==> config.mk <==
export PLATFORM = sky130hd
export DESIGN_NAME = inst_fetch_queue
export DESIGN_NICKNAME = d
export VERILOG_FILES = /design/src/rtl/inst_fetch_queue.sv
export SDC_FILE = /design/constraint.sdc
export NUM_CORES = 1
export LEC_CHECK = 0
export ABC_AREA = 1
export CORE_MARGIN = 3
export CORE_UTILIZATION = 49
export DETAILED_ROUTE_END_ITERATION = 16
export HOLD_SLACK_MARGIN = 0.15
export PLACE_DENSITY_LB_ADDON = 0.12
export REMOVE_ABC_BUFFERS = 1
export SYNTH_ARGS = -nofsm -noshare
export SYNTH_HDL_FRONTEND = slang
export SYNTH_SLANG_ARGS = --single-unit
==> constraint.sdc <==
create_clock -name clk -period 3.1 [get_ports clk]
set_input_delay 0.775 -clock clk [delete_from_list [all_inputs] [get_ports clk]]
set_output_delay 0.775 -clock clk [all_outputs]
set_load 0.05 [all_outputs]
==> src/rtl/inst_fetch_queue.sv <==
// Instruction fetch queue: fetches one instruction per cycle from a
// combinational instruction memory and buffers {instr, pc} for issue.
module inst_fetch_queue #(
  parameter int DEPTH    = 4,
  parameter int INSTR_W  = 32,
  parameter int ADDR_W   = 8,
  parameter int PROG_LEN = 16
) (
  input  logic                   clk,
  input  logic                   rst,
  output logic [ADDR_W-1:0]      imem_addr,
  input  logic [INSTR_W-1:0]     imem_data,
  output logic                   iq_valid,
  output logic [INSTR_W-1:0]     iq_instr,
  output logic [ADDR_W-1:0]      iq_pc,
  input  logic                   issue_ready,
  input  logic                   flush,
  input  logic [ADDR_W-1:0]      flush_pc,
  output logic [$clog2(DEPTH):0] count,
  output logic                   fetch_done,
  output logic                   drained
);

  localparam int PTR_W = $clog2(DEPTH);
  localparam logic [ADDR_W:0]  PROG_END = (ADDR_W+1)'(PROG_LEN);
  localparam logic [ADDR_W:0]  PC_ONE   = (ADDR_W+1)'(1);
  localparam logic [PTR_W-1:0] PTR_ONE  = PTR_W'(1);
  localparam logic [PTR_W:0]   FULL     = (PTR_W+1)'(DEPTH);

  // One extra PC bit so the saturation point PROG_LEN == 2^ADDR_W is representable.
  logic [ADDR_W:0]    pc;
  logic [PTR_W-1:0]   head;
  logic [PTR_W-1:0]   tail;
  logic [INSTR_W-1:0] mem_instr [DEPTH];
  logic [ADDR_W-1:0]  mem_pc    [DEPTH];
  logic               push;
  logic               pop;

  assign fetch_done = (pc >= PROG_END);
  assign iq_valid   = (count != '0);
  assign pop        = iq_valid && issue_ready;
  assign push       = !fetch_done && ((count < FULL) || pop);
  assign imem_addr  = pc[ADDR_W-1:0];
  assign iq_instr   = mem_instr[head];
  assign iq_pc      = mem_pc[head];
  assign drained    = fetch_done && !iq_valid;

  // Flush wins over push and pop; a head offered during a flush is not consumed.
  always_ff @(posedge clk or negedge rst) begin
    if (!rst) begin
      pc    <= '0;
      head  <= '0;
      tail  <= '0;
      count <= '0;
    end else if (flush) begin
      pc    <= {1'b0, flush_pc};
      head  <= '0;
      tail  <= '0;
      count <= '0;
    end else begin
      if (push) begin
        tail <= tail + PTR_ONE;
        pc   <= pc + PC_ONE;
      end
      if (pop) begin
        head <= head + PTR_ONE;
      end
      count <= count + (PTR_W+1)'(push) - (PTR_W+1)'(pop);
    end
  end

  // Storage needs no reset: entries are only observable through count.
  always_ff @(posedge clk) begin
    if (push && !flush) begin
      mem_instr[tail] <= imem_data;
      mem_pc[tail]    <= pc[ADDR_W-1:0];
    end
  end

endmodule

==> results.toml <==
[run_status]
status = "finished clean"

[power]
p_leak_nw = 3.12
power.density_nw_per_um2 = 842
peakVddDrop_uv = 630

[placed_design]
place_congestion = 0.762
portBuffers = 97
dp.final_hpwl_mm = 8.55
place_ws_ns = 0.360

[global_routing]
grt_pass1_vias = 4352
gr-total-overflow = 0
antenna_found_initial = 0
grt_pass1_wl_mm = 22.8
grt_max_degree = 82
gr-usage-all-layers_pct = 18.6

[synth]
synth-main-ff-cell = "edfxtp_1"
yosys.area.top_type_share_pct = 69.5
syn_area_per_cell_um2 = 13.4
yosysMostFrequentCell = "edfxtp_1"
synth_cells = 517
yosys_warnings = 0
synthTopCellsByCount = "160 x edfxtp_1, 94 x nor2_1, 77 x o21ai_0, 40 x o22ai_1, 32 x nand2_1"
synth_area_leader_cell = "edfxtp_1"
synthArstFlopShare_pct = 9.09
synth_seq_area_share_pct = 75.2
synth_edf_count = 160
ys_ff_latch = 176
synth.distinct_cells = 26
synth_area_leaders = "edfxtp_1 69%, dfrtp_1 5.8%, o21ai_0 5.6%, nor2_1 5.1%, o22ai_1 3.6%"
netlist_area_um2 = 6920

[final_layout]
antenna_cells = 0
drive_gt1_share_pct = 15.7
nNetsFinal = 669
synthToLayoutAreaGrowth_pct = 25.0

[floorplan]
die_area_um2 = 15600
initial_core_util_pct = 51.2
die_x_um = 125
num_rows = 42
io_pins = 98
core_area_um2 = 13500
die_h_um = 125

[timing]
finalClockSkew_ns = 0.00438
finalSetupViolCount = 0
setup_ws_ns = 0.271
hold_viol = 0
fin_hold_ws_ns = 0.532
finalCritPeriodShare_pct = 91.2
drv_slew = 0
fin_crit_ns = 2.83
max_freq_ghz = 0.354
rsz0062_at_grt = "false"
max_slew_margin_pct = 51.1
tightest_slew_ns = 0.731

[setup_path]
startpoint_type = "flop"
reg2reg_from = "count[1]$_DFF_PN0_"
critPathLaunch = "pc[6]$_DFFE_PN0P_"
worstPathRequired_ns = 2.32
worstPathArrival_ns = 2.05
worstSetupPathType = "reg2out"
crit_path_end_kind = "output port"
path_max_fanout = 6

[clock_tree]
clock_path_buffers = 2
ctsHoldBuffers = 0
clk_pin_slew_worst_paths_ns = 0.06
htree_levels = 4
clockRootBuffer = "clkbuf_16"
insertion_delay_ns = 0.41
cts_tree = "built"
cts_sinks = 176
cts_resized = 0
post_cts_buffers = 0
cts_buffers = 17

[detailed_routing]
drtIter0Drc = 456
postRouteWirelength_mm = 14.1
drt_pass1_iterations = 4
via_count = 4282
drc = 0
ant_nets = 0
wl_per_cell_um = 17.5
routed_via_density = 5.32

[min_path]
min-delay-start = "pc[8]$_DFFE_PN0P_"
min_path_type = "reg2reg"

[flow_run]
drv_cap = 0
==> critical path: stages, from the launching register on <==
cell,delay (ns)
dfrtp_1,0.45
inv_1,0.13
nand3_1,0.14
nand3_1,0.08
inv_1,0.06
clkdlybuf4s50_1,0.79
==> logic make-up (layout without fill, tap and decap cells) <==
family,Yosys count,in the layout,synth area share (%)
xor+xnor,4,4,0.507
compound gates,125,125,9.80
simple gates,146,146,8.75
fa+ha+maj,9,9,1.74
flops,176,176,75.2
buf+inv,57,169,3.96
==> path summary, 6_finish.rpt <==
kind / endpoint / cells after the start / slack [ns]
max: drained / 5 / 0.27
min: pc[8]$_DFFE_PN0P_ / 2 / 0.53
max reg2reg: count[2]$_DFF_PN0_ / 11 / 1.00
min reg2reg: pc[8]$_DFFE_PN0P_ / 2 / 0.53
max in group asynchronous: head[0]$_DFFE_PN0P_ / 1 / 1.80
min in group asynchronous: pc[1]$_DFFE_PN0P_ / 1 / 0.80
==> cell usage in the layout, fill, tap and decap left out, drive strengths merged <==
master	netlist	final
or2	1	1
edfxtp	160	160
nor2	97	97
bufinv	0	5
xor2	3	3
clkinv	0	6
o22ai	40	40
inv	22	22
clkinvlp	0	1
a21boi	1	1
nand2	32	32
nand3	14	14
ha	8	8
clkdlybuf4s50	0	57
buf	24	58
clkbuf	11	20
dfrtp	16	16
xnor2	1	1
fa	1	1
o21ai	83	83
nand4	2	2
a21oi	1	1
==> through the flow <==
step	area, µm²	setup TNS (ns)	util (%)	power (mW)	std cells
detailed placement	8020	0	59.4	5.10	773
CTS	8650	0	64.1	7.34	805
floorplan	6730	-57.51	-	4.27	482
global placement	8020	0	59.4	5.07	773
global route	8650	0	64.1	7.59	805
finish	8650	0	64.1	7.28	805
==> registers in the layout, indices dropped and copies added (netlist names) <==
name and flops:
mem_instr 128, head 2, mem_pc 32, tail 2, count 3, pc 9
==> routing by layer <==
layer / GRT usage, % / up-vias / wire length [µm] / part of all wire [%]
li1: - / 2063 / - / -
met1: 25.2 / 2082 / 6130 / 43
met2: 29.9 / 123 / 7000 / 50
met3: 4.46 / 14 / 808 / 5.7
met4: 6.31 / 0 / 169 / 1.2
met5: 0 / - / 0 / 0
==> layout make-up <==
| cell class | instances | area [µm²] |
|---|---|---|
| Tap cell | 176 | 220 |
| Sequential cell | 176 | 5210 |
| Clock buffer | 20 | 437 |
| Fill cell | 1015 | 4850 |
| Clock inverter | 12 | 190 |
| Multi-Input combinational cell | 284 | 1470 |
| Inverter | 22 | 85.1 |
| Timing Repair Buffer | 115 | 1040 |
==> power breakdown <==
group,switching (mW),internal [mW],total (mW)
sequential,0.0705,2.65,2.72
combinational,1.64,0.680,2.32
clock,0.820,1.42,2.24
(Power assumes the default switching activity.)
